$ cat config.mk
export PLATFORM = sky130hd
export DESIGN_NAME = pipe_stage_reg
export DESIGN_NICKNAME = d
export VERILOG_FILES = /design/src/rtl/pipe_stage_reg.sv
export SDC_FILE = /design/constraint.sdc
export NUM_CORES = 1
export LEC_CHECK = 0
export ABC_AREA = 1
export ABC_CLOCK_PERIOD_IN_PS = 2100
export CORE_ASPECT_RATIO = 1.25
export CORE_MARGIN = 4
export CORE_UTILIZATION = 35
export CTS_BUF_LIST = sky130_fd_sc_hd__clkbuf_8
export DETAILED_ROUTE_END_ITERATION = 10
export SLEW_MARGIN = 20
export SYNTH_ARGS = -nofsm -noshare
export SYNTH_HDL_FRONTEND = slang
export SYNTH_SLANG_ARGS = --single-unit
export TNS_END_PERCENT = 20
$ cat constraint.sdc
create_clock -name clk -period 2.1 [get_ports clk]
set_input_delay 0.42 -clock clk [delete_from_list [all_inputs] [get_ports clk]]
set_output_delay 0.42 -clock clk [all_outputs]
set_load 0.01 [all_outputs]
$ cat src/rtl/pipe_stage_reg.sv
// pipe_stage_reg: parametrised pipeline-stage register with valid/ready handshake,
// optional 2-entry skid buffer, synchronous flush and bubble insertion.
//
// Ports:
//   clk          clock, all state updates on the rising edge
//   i_rst_n      asynchronous active-low reset
//   i_data       upstream fields, field k at [k*DATA_WIDTH +: DATA_WIDTH]
//   i_valid      upstream beat valid
//   o_ready      stage can accept a beat (registered when SKID=1)
//   o_data       head-entry fields; field CTRL_FIELD reads 0 while o_valid=0
//   o_valid      head entry valid
//   i_ready      downstream accepts the head (0 = stall)
//   i_flush      synchronous squash of all held and incoming beats
//   o_occupancy  number of valid entries (0..2)
module pipe_stage_reg #(
  parameter int unsigned DATA_WIDTH = 32,
  parameter int unsigned NUM_FIELDS = 7,
  parameter int unsigned CTRL_FIELD = 0,
  parameter int unsigned SKID       = 1
) (
  input  logic                             clk,
  input  logic                             i_rst_n,
  input  logic [NUM_FIELDS*DATA_WIDTH-1:0] i_data,
  input  logic                             i_valid,
  output logic                             o_ready,
  output logic [NUM_FIELDS*DATA_WIDTH-1:0] o_data,
  output logic                             o_valid,
  input  logic                             i_ready,
  input  logic                             i_flush,
  output logic [1:0]                       o_occupancy
);

  localparam int unsigned BUS_W  = NUM_FIELDS * DATA_WIDTH;
  localparam int unsigned CTRL_LO = CTRL_FIELD * DATA_WIDTH;

  typedef enum logic [1:0] {
    ST_EMPTY = 2'd0,
    ST_ONE   = 2'd1,
    ST_TWO   = 2'd2
  } state_e;

  state_e           state_q, state_d;
  logic [BUS_W-1:0] main_q, skid_q;
  logic             push, pop;
  logic             load_main_in, load_main_skid, load_skid;

  assign push = i_valid && o_ready;
  assign pop  = o_valid && i_ready;

  // State register
  always_ff @(posedge clk or negedge i_rst_n) begin
    if (!i_rst_n) begin
      state_q <= ST_EMPTY;
    end else begin
      state_q <= state_d;
    end
  end

  // Next-state and data-load decisions; flush wins over everything
  always_comb begin
    state_d        = state_q;
    load_main_in   = 1'b0;
    load_main_skid = 1'b0;
    load_skid      = 1'b0;
    if (i_flush) begin
      state_d = ST_EMPTY;
    end else begin
      case (state_q)
        ST_EMPTY: begin
          if (push) begin
            state_d      = ST_ONE;
            load_main_in = 1'b1;
          end
        end
        ST_ONE: begin
          if (push && pop) begin
            load_main_in = 1'b1;
          end else if (push) begin
            state_d   = ST_TWO;
            load_skid = 1'b1;
          end else if (pop) begin
            state_d = ST_EMPTY;
          end
        end
        ST_TWO: begin
          if (pop) begin
            state_d        = ST_ONE;
            load_main_skid = 1'b1;
          end
        end
        default: state_d = ST_EMPTY;
      endcase
    end
  end

  // Outputs decoded from state; control field masked to zero during a bubble
  always_comb begin
    o_valid     = 1'b0;
    o_occupancy = 2'd0;
    case (state_q)
      ST_ONE: begin
        o_valid     = 1'b1;
        o_occupancy = 2'd1;
      end
      ST_TWO: begin
        o_valid     = 1'b1;
        o_occupancy = 2'd2;
      end
      default: begin
        o_valid     = 1'b0;
        o_occupancy = 2'd0;
      end
    endcase
    o_data = main_q;
    if (state_q == ST_EMPTY) begin
      o_data[CTRL_LO +: DATA_WIDTH] = '0;
    end
  end

  // Data registers only move on accepted pushes or skid-to-main transfers
  always_ff @(posedge clk or negedge i_rst_n) begin
    if (!i_rst_n) begin
      main_q <= '0;
      skid_q <= '0;
    end else begin
      if (load_main_in) begin
        main_q <= i_data;
      end else if (load_main_skid) begin
        main_q <= skid_q;
      end
      if (load_skid) begin
        skid_q <= i_data;
      end
    end
  end

  generate
    if (SKID != 0) begin : g_skid
      logic ready_q;
      // Registered ready: resets low, so it also encodes the out-of-reset edge
      always_ff @(posedge clk or negedge i_rst_n) begin
        if (!i_rst_n) begin
          ready_q <= 1'b0;
        end else begin
          ready_q <= (state_d != ST_TWO);
        end
      end
      assign o_ready = ready_q;
    end else begin : g_noskid
      logic oor_q;
      // Out-of-reset flag gates the combinational ready path
      always_ff @(posedge clk or negedge i_rst_n) begin
        if (!i_rst_n) begin
          oor_q <= 1'b0;
        end else begin
          oor_q <= 1'b1;
        end
      end
      assign o_ready = oor_q && ((state_q == ST_EMPTY) || i_ready);
    end
  endgenerate

endmodule

**Word level (Yosys, flattened, before mapping)**

Index checks and enable logic that the tools add are counted.

- Equality and inequality tests: 3
- Multiplexer cells: 22
- Reduce and logical (&&, ||, !) cells: 6

Operators with widths:

| cell | number |
|---|---|
| two-way mux 224 bit | 2 |
| two-way mux 32 bit | 1 |
| two-way mux 2 bit | 6 |
| two-way mux 1 bit | 10 |
| one-hot mux 2 bit (3 select lines) | 1 |
| one-hot mux 2 bit (2 select lines) | 1 |
| logical AND 1 bit | 3 |
| equality test 2 x 1 -> 1 bit, second input constant | 1 |
| equality test 2 bit, second input constant | 1 |
| logical NOT 2 bit | 1 |
| != test 2 bit, second input constant | 1 |
| one-hot mux 1 bit (2 select lines) | 1 |
| nonzero test 2 bit | 1 |
| OR reduction 2 bit | 1 |

- Register bits after elaboration: 451
- Input port bits: 229
- Output and inout bits: 228
- Logic and storage cells: 35

**Longest topological paths before layout**

Gate-level depths: netlist (run 1).

- Depth in word-level cells: 10
- Mapped depth: 11
- Mapped depth without buffers: 10

**Worst setup path before layout (run 1)**

OpenSTA, ideal clock, no wires.

- Path type: reg2reg
- Start point: register state_q[0]
- End point: register main_q[138]
- Library setup time: 0.116 ns
- Arrival time: 1.752 ns
- Required time: 1.984 ns
- Slack: 0.232 ns
- Stages on the path, launching flop included: 11
- Path buffers: 2
- Period minus slack after synthesis: 1.868 ns
- Path through: dfrtp_1 > inv_1 > ha_1 > nand2_1 > nor2_1 > nand2_2 > buf_2 > buf_1 > nand3_1 > nand2_1 > nand2_1

- Longest elaborated chain between the ends: 9
- Elaborated cells on any way between the ends: 15
- Classes of those cells: 2 x eq/ne; 8 x mux; 5 x reduce/logical

RTL lines:

| element | line | RTL |
|---|---|---|
| start: declaration | 42 | `state_e state_q, state_d;` |
| start signal: assignment | 55 | `state_q <= state_d;` |
| equality test 2 bit / equality test 2 x 1 -> 1 bit (equally long branches) | 100 | `case (state_q)` |
| OR reduction 2 bit (no line) * | - |  |
| two-way mux 1 bit * | 100 |  |
| named net o_valid | 27 | `output logic o_valid,` |
| logical AND 1 bit * | 48 | `assign pop = o_valid && i_ready;` |
| logical AND 1 bit | 76 | `if (push && pop) begin` |
| two-way mux 1 bit | 76 |  |
| one-hot mux 1 bit (2 select lines) | 68 | `case (state_q)` |
| two-way mux 1 bit | 65 | `if (i_flush) begin` |
| two-way mux 224 bit / nonzero test 2 bit (equally long branches) | - |  |
| end signal: assignment | 127 | `main_q <= i_data;` |
| end signal: assignment | 129 | `main_q <= skid_q;` |
| end: declaration | 43 | `logic [BUS_W-1:0] main_q, skid_q;` |

The timed path passes the listed nets; every way through them passes the cells marked *.
A chain may end at the register's enable or synchronous reset.

**Worst setup path after layout (run 1)**

- Start point: register state_q[0]
- End point: output o_data[8]

- Longest elaborated chain between the ends: 2

RTL lines:

| element | line | RTL |
|---|---|---|
| logical NOT 2 bit | 115 | `if (state_q == ST_EMPTY) begin` |
| two-way mux 32 bit | 115 |  |
| end: declaration | 26 | `output logic [NUM_FIELDS*DATA_WIDTH-1:0] o_data,` |

No other way between the ends.

==> out/summary.log, run 1 <==
[outcome] outcome complete, but fails checks
[outcome] violations in the final reports setup timing
[critical_path] arrival time of data at the critical path endpoint 1.77 ns
[critical_path] Critical Path Slowest Stage Cell dfrtp_1
[clocking] clock-pin slew reported for the worst setup and hold paths after clock tree synthesis 0.06 ns
[critical_path] Worst setup SP type flop
[synth] Synth Net Count 3177
[floorplanning] die span in y 289 um
[cells_and_area] Final Core Density 47.3%
[clocking] insertion delay to the later sink of the worst-skew pair 0.64 ns
[synth] Synth top area share 50.9%
[placed_design] Post-DP HPWL 47.6 mm
[sta] worst-case headroom to the max-slew limit 54.2%
[hold_path] classification of the worst-slack hold path in2async
[critical_path] critical path data required time 1.68 ns
[critical_path] critical-path maximum fanout 7
[floorplanning] number of placement rows 102
[flow_run] maximum capacitance violations 0
[floorplanning] Boundary Pins 457
[power] leak pwr 15.4 nW
[synth] Most used DFF post-synth dfrtp_1
[synth] biggest area consumer among synthesized cells dfrtp_1
[critical_path] CP Capture Type output port
[cells_and_area] Syn-to-layout area delta 32.9%
[sta] Clock Skew 0.0202 ns
[sta] worst hold slack 0.352 ns
[power] Power Density 1090 nW/um2
[sta] setup repair after global routing missed its margin yes
[sta] setup slack after layout -0.0909 ns
[global_route] global-route wire length before repair 106 mm
[synth] count leader, synth nand2_1
[critical_path] cells along the critical path inv_2 -> ha_4 -> buf_12 -> buf_16 -> nor2_2 -> buf_2
[floorplanning] starting density of the core 35.6%
[synth] largest cells by area after synthesis dfrtp_1, nand2_1, buf_4
[synth] number of synthesis warnings 0
[synth] netlist area before placement 22200 um2
[synth] number of distinct library cells after synthesis 15
[global_route] antenna violations before repair 10
[route] detail-routed net length per standard cell 16.5 um
[route] post-route ant nets 0
[synth] flip-flop and latch count after synthesis 451
[route] number of DRC markers after the initial detailed-route iteration 1420
[route] routed via count 19000
[clocking] maximum count of clock buffers along a single path 3
[cells_and_area] fraction of layout cells with a size suffix above 1 10.6%
[clocking] cell at the root of the clock tree clkbuf_8
[route] post-detailed-route via-to-cell ratio 4.54
[synth] count of mapped cells out of synthesis 2943
[synth] fraction of the yosys area taken by sequential cells 50.9%
[placed_design] placer's final routability congestion estimate 0.858
[sta] Final period util 104%
[global_route] pin count of the biggest net entering global routing 61
[route] drt first pass iters 5
[clocking] Num Clock Sinks 451
[global_route] via count of the first global-routing pass 18800
[sta] measured slew at the worst slew-check pin 0.687 ns
[route] Detailed Route WL 68.9 mm
[sta] fin crit period 2.19 ns
[synth] Synth Area per Inst 7.53 um2
[route] DRC viols 0
[global_route] Total Routing Usage GR 19.7%
[sta] final hold vios 0
[floorplanning] die footprint 67400 um2
[power] maximum VDD drop 0.000640 V
[floorplanning] horizontal die dimension 233 um
[sta] highest clock rate 456 MHz
[critical_path] critical path's largest stage delay 0.39 ns
[floorplanning] Core Footprint 62300 um2
[clocking] number of H-tree levels 3
[synth] count of flip-flops with a built-in enable after synthesis 0
[cells_and_area] nets 3517
[placed_design] Port-buffer cells 456
[clocking] number of buffers inserted during clock tree synthesis 79
[sta] final count of pins violating max slew 0
[sta] setup violators final 20
[global_route] global route total overflow 0
[critical_path] Critical Setup Path Class reg2out
[synth] proportion of synthesized flip-flops having asynchronous set or reset 100%
[clocking] TritonCTS clock tree done
[synth] most frequent cells after synthesis nand2_1, dfrtp_1, inv_1
-- cell families after synthesis --
logic type / synth area share, %
buf+inv: 14.7
simple gates: 29.1
flops: 50.9
fa+ha+maj: 0.282
compound gates: 5.06
-- cell usage in the layout, fill, tap and decap left out, types with 3 or more instances in the layout --
master           count
nand2_1           1359
dfrtp_1            450
clkdlybuf4s50_1    413
inv_1              292
nand3_1            229
o21ai_0            224
clkbuf_8            95
buf_4               79
buf_12              62
buf_2               27
nor2_2              20
buf_6               19
nor2_4              12
nor2_1               8
clkbuf_16            8
diode_2              7
clkinv_2             7
dlygate4sd2_1        7
buf_16               6
clkinvlp_4           5
inv_2                3
-- repair_timing --
| action | in CTS | in global routing |
|---|---|---|
| pin swaps | 14 | 6 |
| resized for setup | 186 | 42 |
| hold endpoints to repair | 42 | 0 |
| setup buffers | 4 | 7 |
| cloned | 3 | 8 |
| setup endpoints to repair | 57 | 273 |
| hold buffers | 1 | 0 |
-- final cells by class --
type	instances	area [um2]
Multi-Input combinational cell	1862	7830
Sequential cell	451	11300
Clock inverter	43	194
Antenna cell	7	17.5
Inverter	265	995
Fill cell	6214	32800
Timing Repair Buffer	624	6780
Clock buffer	95	1310
Tap cell	832	1040
-- sequential cells by signal, summed over array words and instances (netlist names) --
name	flops
o_ready	1
main_q	224
skid_q	224
state_q	2
-- metrics by stage --
| stage | power, mW | instance area (um2) | setup slack, ns | setup TNS, ns | std cells |
|---|---|---|---|---|---|
| floorplan | 20.2 | 22200 | 0.232 | 0 | 2943 |
| global placement | 23.9 | 27400 | -0.127 | -17.57 | 4013 |
| detailed placement | 24.1 | 27400 | -0.155 | -21.03 | 4013 |
| CTS | 32.2 | 29000 | -0.178 | -3.83 | 4159 |
| global route | 34.3 | 29500 | -0.169 | -6.24 | 4179 |
| finish | 32.0 | 29500 | -0.0909 | -1.41 | 4179 |
-- metal layers --
metal | GRT usage [%] | share of wire [%] | vias up | wire, um
li1 | - | - | 9456 | -
met4 | 7.77 | 3.1 | 6 | 2150
met1 | 25.4 | 43 | 8818 | 29600
met3 | 3.33 | 5.3 | 127 | 3680
met5 | 0 | 0.042 | - | 29
met2 | 32.9 | 49 | 555 | 33500
-- final timing paths --
kind,depth (start not counted),slack (ns),start,endpoint
worst min-delay path,2,0.35,i_rst_n,skid_q[45]$_DFFE_PN0P_
min in group clk,3,0.36,i_data[156],skid_q[156]$_DFFE_PN0P_
worst max register to register,13,0.01,state_q[0]$_DFF_PN0_,main_q[205]$_DFFE_PN0P_
worst min register to register,2,0.47,main_q[211]$_DFFE_PN0P_,main_q[211]$_DFFE_PN0P_
max in group asynchronous,3,0.98,i_rst_n,skid_q[15]$_DFFE_PN0P_
worst max-delay path,6,-0.09,state_q[0]$_DFF_PN0_,o_data[8]
-- power breakdown --
group | leakage (nW) | internal [mW] | total (mW) | switching (mW)
Clock | 0.876 | 4.09 | 7.81 | 3.72
Combinational | 9.13 | 5.07 | 10.0 | 4.93
Sequential | 5.43 | 12.3 | 14.2 | 1.96
-- worst max-delay path, delay by kind of cell (launching register included) --
kind                     cells  cell delay [ns]
buffers and inverters        4             0.49
flip-flops                   1             0.39
AND/OR/NAND/NOR              1             0.04
adder cells (fa/ha/maj)      1             0.22
(Power assumes the default switching activity.)
==> run 2: changes to the inputs <==
- PLACE_DENSITY_LB_ADDON: not set -> 0.05
- SLEW_MARGIN: 20 -> not set
==> out/summary.log, run 2 (synthesized netlist as in run 1, its figures left out) <==
[outcome] outcome complete, but fails checks [unchanged]
[outcome] violations in the final reports setup timing [unchanged]
[critical_path] Reg2Reg Launch Point state_q[0]$_DFF_PN0_ [unchanged]
[hold_path] classification of the worst-slack hold path in2async [unchanged]
[route] drt first pass iters 5 [unchanged]
[sta] worst hold slack 0.267 ns [was 0.352 ns]
[cells_and_area] most common cell after layout, fill and taps aside nand2_1 [unchanged]
[cells_and_area] post-route non-filler standard cell count 4136 [was 4179]
[critical_path] worst-case reg-to-reg path depth 11 [was 13]
[cells_and_area] filler instances 6278 [was 6214]
[critical_path] Worst setup SP type flop [unchanged]
[floorplanning] die footprint 67400 um2 [unchanged]
[clocking] TritonCTS clock tree done [unchanged]
[route] routed via count 19000 [about the same]
[critical_path] endpoint of the worst register-to-register path main_q[221]$_DFFE_PN0P_ [was main_q[205]$_DFFE_PN0P_]
[global_route] global route total overflow 0 [unchanged]
[critical_path] CP bufs+invs 3 [was 4]
[cells_and_area] fraction of layout cells with a size suffix above 1 9.19% [was 10.6%]
[critical_path] CP Capture Type output port [unchanged]
[global_route] via count of the first global-routing pass 19000 [was 18800]
[route] DRC viols 0 [unchanged]
[power] Power Density 1110 nW/um2 [was 1090 nW/um2]
[route] number of DRC markers after the initial detailed-route iteration 1161 [was 1420]
[sta] aggregate negative setup slack -0.00349 ns [was -1.41 ns]
[clocking] number of H-tree levels 3 [unchanged]
[sta] worst-case headroom to the max-slew limit 62.9% [was 54.2%]
[critical_path] delay-heaviest family, CP flip-flops [was buffers and inverters]
[critical_path] Critical Setup Path Class reg2out [unchanged]
[route] Detailed Route WL 70.1 mm [was 68.9 mm]
[placed_design] post-placement setup slack -0.0800 ns [was -0.155 ns]
[critical_path] arrival time of data at the critical path endpoint 1.68 ns [was 1.77 ns]
[sta] final count of pins violating max slew 0 [unchanged]
[sta] Clock Skew 0.0197 ns [was 0.0202 ns]
[clocking] Num Clock Sinks 451 [unchanged]
[power] maximum VDD drop 0.000526 V [was 0.000640 V]
[sta] highest clock rate 476 MHz [was 456 MHz]
[critical_path] critical path's largest stage delay 0.39 ns [about the same]
[placed_design] placed instance count 3993 [was 4013]
[route] post-detailed-route via-to-cell ratio 4.60 [was 4.54]
[critical_path] reg2reg setup slack 0.10 ns [was 0.01 ns]
[floorplanning] Core Footprint 62300 um2 [unchanged]
[critical_path] Critical Path Slowest Stage Cell dfrtp_1 [unchanged]
[sta] Final period util 100% [was 104%]
[cells_and_area] registers with the highest flip-flop counts main_q (224), skid_q (224), state_q (2) [unchanged]
[route] post-route ant nets 0 [unchanged]
[sta] setup repair after global routing missed its margin yes [unchanged]
[power] leak pwr 15.2 nW [was 15.4 nW]
[sta] setup slack after layout -0.00236 ns [was -0.0909 ns]
[sta] setup violators final 4 [was 20]
[floorplanning] number of placement rows 102 [unchanged]
[sta] final hold vios 0 [unchanged]
[cells_and_area] nets 3483 [was 3517]
[cells_and_area] total area of multi-input combinational cells 7790 um2 [was 7830 um2]
[cells_and_area] footprint of the flip-flops and latches 11300 um2 [unchanged]
[cells_and_area] highest-count cells in the layout ignoring fill and taps nand2_1, dfrtp_1, clkdlybuf4s50_1 [unchanged]
[placed_design] placer's final routability congestion estimate 0.817 [was 0.858]
[clocking] cell at the root of the clock tree clkbuf_8 [unchanged]
[route] detail-routed net length per standard cell 17.0 um [was 16.5 um]
[global_route] antenna violations before repair 15 [was 10]
[clocking] maximum count of clock buffers along a single path 3 [unchanged]
[placed_design] Port-buffer cells 456 [unchanged]
[floorplanning] die span in y 289 um [unchanged]
[placed_design] Post-DP HPWL 49.0 mm [was 47.6 mm]
[global_route] global-route wire length before repair 109 mm [was 106 mm]
[flow_run] maximum capacitance violations 0 [unchanged]
[floorplanning] starting density of the core 35.6% [unchanged]
[critical_path] critical path data required time 1.68 ns [about the same]
[sta] fin crit period 2.10 ns [was 2.19 ns]
[critical_path] critical-path maximum fanout 19 [was 7]
[global_route] Total Routing Usage GR 20.4% [was 19.7%]
[sta] measured slew at the worst slew-check pin 0.556 ns [was 0.687 ns]
[global_route] pin count of the biggest net entering global routing 108 [was 61]
[clocking] clock-pin slew reported for the worst setup and hold paths after clock tree synthesis 0.06 ns [about the same]
[clocking] insertion delay to the later sink of the worst-skew pair 0.64 ns [about the same]
[critical_path] cells along the critical path inv_2 -> ha_4 -> buf_12 -> nor2_1 -> buf_2 [was inv_2 -> ha_4 -> buf_12 -> buf_16 -> nor2_2 -> buf_2]
[floorplanning] Boundary Pins 457 [unchanged]
[floorplanning] horizontal die dimension 233 um [unchanged]
[cells_and_area] Syn-to-layout area delta 30.0% [was 32.9%]
[clocking] number of buffers inserted during clock tree synthesis 82 [was 79]
## run 2: through the flow
| step | power (mW) | utilization [%] | instance area, um2 |
|---|---|---|---|
| 6_report | 31.8 | 46.3 | 28800 |
| 5_1_grt | 34.3 | 46.2 | 28800 |
| 2_1_floorplan | 20.2 | - | 22200 |
| 3_5_place_dp | 24.2 | 43.6 | 27200 |
| 4_1_cts | 32.2 | 45.9 | 28600 |
| 3_3_place_gp | 23.9 | 43.6 | 27200 |
## run 2: worst max-delay path by stage
| stage | start | end | slack, ns | cells past startpoint |
|---|---|---|---|---|
| CTS | state_q[1]$_DFF_PN0_ | o_data[16] | -0.20 | 5 |
| detailed placement | i_flush | main_q[53]$_DFFE_PN0P_ | -0.08 | 10 |
| finish | state_q[0]$_DFF_PN0_ | o_data[1] | -0.002 | 5 |
| floorplan | state_q[0]$_DFF_PN0_ | main_q[138]$_DFFE_PN0P_ | 0.23 | 10 |
| global placement | i_valid | main_q[45]$_DFFE_PN0P_ | -0.07 | 10 |
| global route | state_q[0]$_DFF_PN0_ | o_data[7] | -0.12 | 5 |
## run 2: timing repair
action,CTS,global route
resized for setup,196,39
pin swaps,5,8
hold buffers,1,0
endpoints found under the hold margin,48,0
endpoints found under the setup margin,76,63
setup buffers,1,2
## run 2: power by group
| group | internal (mW) | switching [mW] |
|---|---|---|
| combinational | 4.72 | 4.84 |
| clock | 4.28 | 3.68 |
| sequential | 12.3 | 2.07 |
## run 2: routing by layer
metal  global-route usage (%)  wire (um)  part of all wire, %  vias to the layer above
met3                     5.38       4710                  6.7                      106
met2                     32.5      32900                   47                      552
met4                     6.86       1840                  2.6                       16
met1                     27.1      30500                   44                     8982
li1                         -          -                    -                     9378
met5                        0        116                 0.17                        -
## run 2: final cells by class
class,count,area share (%)
sequential,451,39.2
multi-input combinational,1862,27.1
timing repair buffer,587,21.4
clock buffer,101,4.83
tap,832,3.61
inverter,265,3.45
clock inverter,31,0.460
antenna,7,0.0608
